==> config.mk <==
export PLATFORM = sky130hd
export DESIGN_NAME = serial_to_parallel_8
export DESIGN_NICKNAME = d
export VERILOG_FILES = /design/src/rtl/s2p_pkg.sv /design/src/rtl/serial_to_parallel_8_comma_detect.sv /design/src/rtl/serial_to_parallel_8.sv
export SDC_FILE = /design/constraint.sdc
export NUM_CORES = 1
export LEC_CHECK = 0
export CELL_PAD_IN_SITES_DETAIL_PLACEMENT = 1
export CELL_PAD_IN_SITES_GLOBAL_PLACEMENT = 1
export CORE_UTILIZATION = 44
export DETAILED_ROUTE_END_ITERATION = 8
export PLACE_DENSITY = 0.79
export SLEW_MARGIN = 20
export SYNTH_ARGS = -nofsm -noshare
export SYNTH_HDL_FRONTEND = slang
export SYNTH_SLANG_ARGS = --single-unit
export TNS_END_PERCENT = 5
==> constraint.sdc <==
create_clock -name clk_32f -period 3.95 [get_ports clk_32f]
set_input_delay 0.79 -clock clk_32f [delete_from_list [all_inputs] [get_ports clk_32f]]
set_output_delay 0.79 -clock clk_32f [all_outputs]
set_load 0.02 [all_outputs]
==> src/rtl/s2p_pkg.sv <==
// Shared definitions for the serial-to-parallel byte deserialiser.
package s2p_pkg;

    localparam int unsigned BYTE_W = 8;
    localparam logic [BYTE_W-1:0] COMMA_DEFAULT = 8'hBC;

    typedef enum logic [1:0] {
        HUNT   = 2'd0,
        LOCK   = 2'd1,
        ACTIVE = 2'd2
    } state_t;

    function automatic logic [3:0] sat_inc4(input logic [3:0] v);
        return (v == 4'hF) ? 4'hF : v + 4'd1;
    endfunction

endpackage

==> src/rtl/serial_to_parallel_8_comma_detect.sv <==
// Combinational match of the current 8-bit window against the comma character.
module comma_detect
    import s2p_pkg::*;
#(
    parameter logic [BYTE_W-1:0] COMMA = COMMA_DEFAULT
) (
    input  logic [BYTE_W-1:0] win,
    output logic              match
);

    assign match = (win == COMMA);

endmodule

==> src/rtl/serial_to_parallel_8.sv <==
// Bit-serial to byte deserialiser: hunts for comma alignment, locks, then presents bytes.
module serial_to_parallel_8
    import s2p_pkg::*;
#(
    parameter logic [BYTE_W-1:0] COMMA       = COMMA_DEFAULT,
    parameter int unsigned       COMMA_COUNT = 4
) (
    input  logic              clk_32f,
    input  logic              reset,
    input  logic              data_in,
    output logic [BYTE_W-1:0] data_out,
    output logic              valid_out,
    output logic              active
);

    localparam logic [3:0] CNT_TARGET = 4'(COMMA_COUNT);

    state_t            state, state_nx;
    logic [BYTE_W-1:0] sr;
    logic [BYTE_W-1:0] win;
    logic [2:0]        bit_cnt, bit_cnt_nx;
    logic [3:0]        comma_cnt, comma_cnt_nx, comma_inc;
    logic [BYTE_W-1:0] data_nx;
    logic              valid_nx;
    logic              active_nx;
    logic              is_comma;
    logic              boundary;

    // The window includes the bit arriving on this edge, so a match is seen
    // on the very edge that samples a comma's last bit.
    assign win       = {sr[BYTE_W-2:0], data_in};
    assign boundary  = (bit_cnt == 3'd7);
    assign comma_inc = sat_inc4(comma_cnt);

    comma_detect #(
        .COMMA (COMMA)
    ) u_comma_detect (
        .win   (win),
        .match (is_comma)
    );

    always_comb begin
        state_nx     = state;
        bit_cnt_nx   = bit_cnt;
        comma_cnt_nx = comma_cnt;
        data_nx      = data_out;
        valid_nx     = valid_out;
        active_nx    = active;

        case (state)
            HUNT: begin
                if (is_comma) begin
                    bit_cnt_nx   = '0;
                    comma_cnt_nx = 4'd1;
                    if (COMMA_COUNT == 1) begin
                        state_nx  = ACTIVE;
                        active_nx = 1'b1;
                    end else begin
                        state_nx = LOCK;
                    end
                end
            end
            LOCK: begin
                bit_cnt_nx = bit_cnt + 3'd1;
                if (boundary) begin
                    if (is_comma) begin
                        comma_cnt_nx = comma_inc;
                        if (comma_inc == CNT_TARGET) begin
                            state_nx  = ACTIVE;
                            active_nx = 1'b1;
                        end
                    end else begin
                        comma_cnt_nx = '0;
                        state_nx     = HUNT;
                    end
                end
            end
            ACTIVE: begin
                bit_cnt_nx = bit_cnt + 3'd1;
                if (boundary) begin
                    data_nx  = win;
                    valid_nx = !is_comma;
                end
            end
            default: begin
                state_nx = HUNT;
            end
        endcase
    end

    always_ff @(posedge clk_32f) begin
        if (reset) begin
            state     <= HUNT;
            sr        <= '0;
            bit_cnt   <= '0;
            comma_cnt <= '0;
            data_out  <= '0;
            valid_out <= 1'b0;
            active    <= 1'b0;
        end else begin
            state     <= state_nx;
            sr        <= win;
            bit_cnt   <= bit_cnt_nx;
            comma_cnt <= comma_cnt_nx;
            data_out  <= data_nx;
            valid_out <= valid_nx;
            active    <= active_nx;
        end
    end

endmodule
# Word-level counts from Yosys, hierarchy flattened
# Index checks and enable logic that the tools add are counted.
[op_classes]
n_eq_ne = 9
add_sub_neg = 2
n_bitwise = 1
reduce_logical = 10
muxes = 12
[op_table]
columns = ["cell", "count"]
rows = [
  ["$mux 4", 4],
  ["$eq 8x8->1 const B", 1],
  ["$mux 2", 4],
  ["$pmux 4 s2", 1],
  ["$reduce_and 4->1", 2],
  ["$pmux 2 s3", 1],
  ["$pmux 3 s2", 1],
  ["$add 4x1->4 const B", 1],
  ["$eq 4x3->1 const B", 1],
  ["$eq 4x4->1 const B", 1],
  ["$ne 2x2->1 const B", 2],
  ["$reduce_and 2->1", 2],
  ["$reduce_bool 2->1", 2],
  ["$add 3x1->3 const B", 1],
  ["$eq 3x3->1 const B", 1],
  ["$mux 3", 1],
  ["$ne 3x3->1 const B", 1],
  ["$reduce_and 3->1", 1],
  ["$eq 2x1->1 const B", 1],
  ["$eq 2x2->1 const B", 1],
  ["$logic_not 2->1", 1],
  ["$reduce_or 2->1", 1],
  ["$logic_not 1->1", 1],
  ["$not 1->1", 1],
]
[word_totals]
output_inout_bits = 10
elab_cells = 41
input_bits = 3
ff_bits = 26

# Longest topological paths before layout
# Gate-level depths: netlist (run 1).
[depth]
depth_word = 7
ltp_mapped = 6

# Cells and area by module
# A second synthesis (run 1) with hierarchy kept.
[unflattened]
cells_unflattened = 128
hier_area_um2 = 1136.1
[modules_own_cells]
columns = ["module", "area_each_um2", "cells_each", "n_inst"]
rows = [
  ["serial_to_parallel_8", 1111.1, 125, 1],
  ["comma_detect", 25.0, 3, 1],
]

# Least setup slack after synthesis (run 1)
# No wires, ideal clock.
[synth_path]
path_kind = "input to register"
startpoint = "in data_in"
endpoint = "reg comma_cnt[3]"
path_stages = 4
path_buffers = 0
t_arrival_ns = 1.785
setup_slack_ns = 2.050
required_ns = 3.835
cell_sequence = "nand4bb_1 nor3_1 a41oi_1 a2111oi_0"
[synth_via]
elab_chain_cells = 4
[synth_rtl]
columns = ["element", "line", "text"]
rows = [
  ["start: declaration", "serial_to_parallel_8.sv:10", "input logic data_in,"],
  ["$eq 8x8->1 *", "serial_to_parallel_8_comma_detect.sv:11", "assign match = (win == COMMA);"],
  ["$mux 4", "serial_to_parallel_8.sv:66", "if (is_comma) begin"],
  ["$mux 4", "serial_to_parallel_8.sv:65", "if (boundary) begin"],
  ["$pmux 4 s2", "serial_to_parallel_8.sv:50", "case (state)"],
  ["end signal: assignment", "serial_to_parallel_8.sv:104", "comma_cnt <= comma_cnt_nx;"],
  ["end: declaration", "serial_to_parallel_8.sv:22", "logic [3:0] comma_cnt, comma_cnt_nx, comma_inc;"],
]
# Mark *: on every way between the ends. The rest lies on a longest branch, timed or not. The select of a mux whose other input is x is not followed.
# A chain may end at the register's enable or synchronous reset.

# Final worst setup path (run 1)
# Same ends and word-level chain as after synthesis.

==> results of run 1 <==
[final cells by class]
| cell class | instances | area, um2 |
|---|---|---|
| Clock inverter | 1 | 30.0 |
| Inverter | 6 | 22.5 |
| Sequential cell | 26 | 520 |
| Fill cell | 291 | 1120 |
| Timing Repair Buffer | 12 | 120 |
| Tap cell | 30 | 37.5 |
| Multi-Input combinational cell | 98 | 629 |
| Clock buffer | 3 | 22.5 |
[synthesized netlist by cell type]
| cell type | count | area share, % |
|---|---|---|
| and4b_1 | 1 | 0.85 |
| mux2i_1 | 1 | 0.85 |
| a2111oi_0 | 1 | 0.74 |
| and4bb_1 | 1 | 1.1 |
| or4b_1 | 2 | 1.7 |
| or3b_1 | 1 | 0.74 |
| nor3_1 | 2 | 0.85 |
| o21ai_1 | 2 | 0.85 |
| a311oi_2 | 1 | 1.3 |
| a211oi_1 | 2 | 1.3 |
| and3_2 | 1 | 0.64 |
| nor2b_1 | 8 | 4.2 |
| inv_1 | 6 | 1.9 |
| o21ai_0 | 5 | 2.1 |
| dfxtp_1 | 26 | 44 |
| o2111ai_2 | 1 | 1.3 |
| nand4bb_1 | 1 | 0.95 |
| o41ai_1 | 1 | 0.74 |
| nor2_1 | 8 | 2.5 |
| a221oi_2 | 1 | 1.3 |
| nand2_1 | 24 | 7.6 |
| clkbuf_1 | 2 | 0.64 |
| and3_1 | 1 | 0.53 |
| nand4b_1 | 4 | 3.0 |
| ha_1 | 7 | 7.4 |
| a41oi_1 | 1 | 0.74 |
| o221a_2 | 1 | 0.95 |
| o31ai_1 | 2 | 1.3 |
| a21boi_1 | 1 | 0.64 |
| a21oi_1 | 16 | 6.8 |
| nand3_1 | 1 | 0.42 |
[layout by cell type (no fill, tap or decap), drive strengths merged]
cell           synthesis  final
dfxtp                 26     26
nand2                 24     24
a21oi                 16     16
clkdlybuf4s50          0     12
nor2b                  8      8
nor2                   8      8
ha                     7      7
o21ai                  7      7
inv                    6      6
nand4b                 4      4
clkbuf                 2      3
nor3                   2      2
a211oi                 2      2
o31ai                  2      2
or4b                   2      2
and3                   2      2
and4b                  1      1
and4bb                 1      1
a21boi                 1      1
nand4bb                1      1
o221a                  1      1
or3b                   1      1
a311oi                 1      1
nand3                  1      1
o2111ai                1      1
a221oi                 1      1
a41oi                  1      1
o41ai                  1      1
a2111oi                1      1
mux2i                  1      1
bufinv                 0      1
[per-layer routing]
layer	wire, um	up-vias	share of wire (%)	global-route usage (%)
met3	78	4	3.0	4.52
met4	26	0	1.0	5.26
met5	0	-	0	0
met1	1260	479	49	28.4
met2	1200	23	47	34.0
li1	-	500	-	-
[worst max-delay path, stage by stage]
cell             delay, ns
clkdlybuf4s50_1       0.47
nand4bb_1             0.29
nor3_1                0.47
a41oi_1               0.17
a2111oi_0             0.42
[final timing paths]
check / slack (ns) / start / endpoint
hold / removal: 0.47 / data_out[5] / data_out[5]
hold reg to reg: 0.47 / data_out[5] / data_out[5]
setup reg to reg: 1.86 / comma_cnt[1] / state[1]
setup / recovery: 1.52 / data_in / comma_cnt[3]
[state kept, by name, summed over array words and instances, names as in the netlist]
register	cells
active	1
data_out	8
bit_cnt	3
sr	7
comma_cnt	4
state	2
valid_out	1
[power breakdown]
part / internal (mW) / switching (mW) / total, mW
clock: 0.103 / 0.0800 / 0.183
combinational: 0.00352 / 0.00528 / 0.00880
sequential: 0.264 / 0.00148 / 0.265
[stage by stage]
step | util [%] | hold slack (ns)
finish | 55.3 | 0.468
global route | 55.3 | 0.478
CTS | 55.3 | 0.469
detailed placement | 53.2 | 0.449
global placement | 53.2 | 0.441
floorplan | - | 0.440
[cells by family after synthesis]
family	synth area share (%)
AND/OR/NAND/NOR	25.1
adder cells (fa/ha/maj)	7.42
multiplexers	0.848
flip-flops	44.1
AO/OA/AOI/OAI	19.9
buffers and inverters	2.55
==> metrics.txt, run 1 <==
Worst slew margin=39.5%; pin count of the biggest net entering global routing=26; Least-Margin Pin Slew=0.904 ns; clock skew=0.00857 ns; die area=2890 um2; warnings from Yosys=0; Worst setup SP type=primary input; Avg WL per Cell=14.6 um; Placed Area=1330 um2; PwrDens=330 nW/um2; critical path class=primary input to flop; layout cell share with drive strength beyond 1=6.16%; Placed Cells=172; IO buf count=12; status=finished clean; time the worst path needs with I/O delays and setup=2.43 ns; r2r worst-path depth=5; CORE AREA=2500 um2; clk buf depth=2; Pins Over Slew Limit=0; Seq/Total Area, Yosys=44.1%; Data arrival, critical path=2.61 ns; initial antenna violation count=0; CTS Sinks=26; Min-Delay Path Class=flop to flop; hold-fix buffer count after cts=0; Starting Density=47.2%; H-tree lvl count=1; Syn-to-layout area delta=17.2%; Yosys reg bits=26; total power=457 uW; RSZ-0062 raised after global routing=false; GR Overflow Total=0; Mapped Nets=142; Distinct cells, synth=31; DRC=0; CP Capture Type=flop; mean number of vias per cell=5.72; Die Y=53.8 um; total wire length=2560 um; GP Congestion=0.788; Die Wd=53.8 um; Final Hold Viols=0; # diodes=0; GRT Total Usage=21.1%; Final setup viols=0; Max Cap Violations=0; First-pass DRT Iterations=4; detailed placement HPWL=1920 um; Mapped Avg Cell Area=8.94 um2; critical path required time=4.14 ns; Post-Place Setup Slack=1.25 ns; post-route cell area=1380 um2; Root Buffer Master=clkbuf_4; Starting DRT DRC Count=16; first-pass GRT wire length=4370 um; worst skew pair latency=0.32 ns; row count=18; achievable clock frequency=412 MHz; maximum VDD drop=0.000242 V; vias in the first global route=952; CTS clock-pin slew for the worst setup and hold paths=0.15 ns; post-route ant nets=0; postcts setup bufs=0; hold path depth=2; Leak=0.472 nW; Gate Count Post-Synth=132; min setup slack post-route=1.52 ns; nets@finish=157; clock buffer count from CTS=3; Fin Setup TNS=0 ns; io pins=13; vias post-DR=1006; post-CTS sizing=0; Final Non-Filler Cells=176; CTS tree=built; worst-path maximum fanout=5; final period utilization=61.4%; Post-Syn Area=1180 um2
(Power assumes the default switching activity.)
==> inputs of run 2 (changes only) <==
--- a/config.mk
+++ b/config.mk
@@ -7,9 +7,9 @@
 export LEC_CHECK = 0
 export CELL_PAD_IN_SITES_DETAIL_PLACEMENT = 1
 export CELL_PAD_IN_SITES_GLOBAL_PLACEMENT = 1
-export CORE_UTILIZATION = 44
+export CORE_UTILIZATION = 37
 export DETAILED_ROUTE_END_ITERATION = 8
-export PLACE_DENSITY = 0.79
+export PLACE_DENSITY = 0.71
 export SLEW_MARGIN = 20
 export SYNTH_ARGS = -nofsm -noshare
 export SYNTH_HDL_FRONTEND = slang
==> constraint.sdc (replaced) <==
create_clock -name clk_32f -period 2.15 [get_ports clk_32f]
set_input_delay 0.43 -clock clk_32f [delete_from_list [all_inputs] [get_ports clk_32f]]
set_output_delay 0.43 -clock clk_32f [all_outputs]
set_load 0.02 [all_outputs]
==> run 2 against run 1 <==
Wire length up 5.6%; non-clock buffer count grew 6; final cell count up 11%; final area increased by 4.5%; global-route usage is 3.7 points lower; register-to-register slack lost 1.7 ns; first-iteration DRC count increased by 44%; combinational power rose by 120%; worst hold slack worse by 0.0060 ns; worst setup slack worse by 1.4 ns; core utilization shrank 7.6 points; sequential share of layout area down 1.6 points; critical endpoint is now state[1]; largest power group unchanged.
==> metrics.txt, run 2 (synthesis gave the netlist of run 1 again) <==
postcts setup bufs=0; CP Capture Type=flop; CP cell instances=ha_1 > or3b_1 > a311oi_2 > o2111ai_2 > a221oi_2; final period utilization=92.8%; layout cell share with drive strength beyond 1=9.87%; min setup slack post-route=0.155 ns; First-pass DRT Iterations=4; total wire length=2710 um; Post-Place Setup Slack=-0.0678 ns; Final setup viols=0; R2R Path Start=comma_cnt[1]; Worst slew margin=67.8%; Final Hold Viols=0; Worst setup SP type=flop; hold-fix buffer count after cts=0; Die Y=58.5 um; Pins Over Slew Limit=0; critical path startpoint=comma_cnt[1]; DRC=0; post-route cell area=1450 um2; most common cell after layout, fill and taps aside=dfxtp_1; Min-Delay Path Class=flop to flop; Leak=0.503 nW; Starting Density=39.0%; Avg WL per Cell=13.8 um; Starting DRT DRC Count=23; # diodes=0; achievable clock frequency=501 MHz; post-CTS sizing=0; mean number of vias per cell=5.17; clk buf depth=2; critical path required time=2.41 ns; time the worst path needs with I/O delays and setup=2.00 ns; GRT Total Usage=17.4%; Placed Area=1390 um2; IO buf count=12; biggest regs=data_out x8, sr x7, comma_cnt x4; Data arrival, critical path=2.25 ns; multi-input logic area=629 um2; worst skew pair latency=0.33 ns; pin count of the biggest net entering global routing=16; nets@finish=163; first-pass GRT wire length=4510 um; Syn-to-layout area delta=22.5%; CTS tree=built; critical path class=flop to flop; vias post-DR=1013; vias in the first global route=999; Slowest-stage cell, CP=dfxtp_1; CTS Sinks=26; CTS clock-pin slew for the worst setup and hold paths=0.14 ns; Seq. cell area=520 um2; hold slack=0.462 ns; crit-path max cell delay=0.46 ns; RSZ-0062 raised after global routing=false; Root Buffer Master=clkbuf_4; die area=3420 um2; worst-path maximum fanout=6; GP Congestion=0.806; initial antenna violation count=0; clock skew=0.00453 ns; number of flip-flops in the largest register=8; io pins=13; row count=20; maximum VDD drop=0.000261 V; most frequent cells in the layout=dfxtp_1, nand2_1, a21oi_1, clkdlybuf4s50_1; clock buffer count from CTS=3; status=finished clean; hold path start=data_out[7]; GR Overflow Total=0; Least-Margin Pin Slew=0.481 ns; Max Cap Violations=0; CORE AREA=3030 um2; detailed placement HPWL=2110 um; post-route ant nets=0; Die Wd=58.5 um; H-tree lvl count=1; total power=850 uW; Reg with most FFs=data_out; PwrDens=588 nW/um2; fill count=354
-- run 2: cell count changes in the layout (fill, tap and decap cells not counted), sizes merged --
cell,previous run,this run
buf,0,6
-- run 2: final cells by class --
class / count / area share [%]
repair buffers: 18 / 11.4
flip-flops and latches: 26 / 36.0
inverters: 6 / 1.56
multi-input cells: 98 / 43.5
clock inverters: 1 / 2.08
well taps: 44 / 3.81
clock buffers: 3 / 1.56
-- run 2: routing by layer --
| layer | vias to the layer above | part of all wire [%] | wire length, um | GRT usage [%] |
|---|---|---|---|---|
| met5 | - | 0 | 0 | 0 |
| met4 | 0 | 1.2 | 32 | 7.14 |
| met3 | 4 | 1.6 | 42 | 2.64 |
| met2 | 8 | 47 | 1280 | 28.6 |
| met1 | 486 | 50 | 1350 | 23.0 |
| li1 | 515 | - | - | - |
-- run 2: worst max-delay path: cells and delay by family (launching register included) --
kind | cells | cell delay (ns)
compound gates | 3 | 0.85
fa+ha+maj | 1 | 0.22
flops | 1 | 0.46
simple gates | 1 | 0.38
-- run 2: worst paths after layout --
check	endpoint	slack [ns]	depth (start not counted)
worst min-delay path	data_out[7]	0.46	2
worst max register to register	state[1]	0.15	5
worst min register to register	data_out[7]	0.46	2
worst max-delay path	state[1]	0.15	5
-- run 2: through the flow --
stage	TNS [ns]	cells	utilization (%)
after floorplan	0	132	-
after global placement	-0.0298	192	46.0
after detailed placement	-0.0774	192	46.0
after CTS	0	196	47.7
after global routing	0	196	47.7
final	0	196	47.7
-- run 2: power by group --
part | internal, mW | leakage [nW] | switching [mW]
Clock | 0.189 | 0.0279 | 0.154
Combinational | 0.00879 | 0.266 | 0.0103
Sequential | 0.485 | 0.210 | 0.00303
Total | 0.683 | 0.503 | 0.167
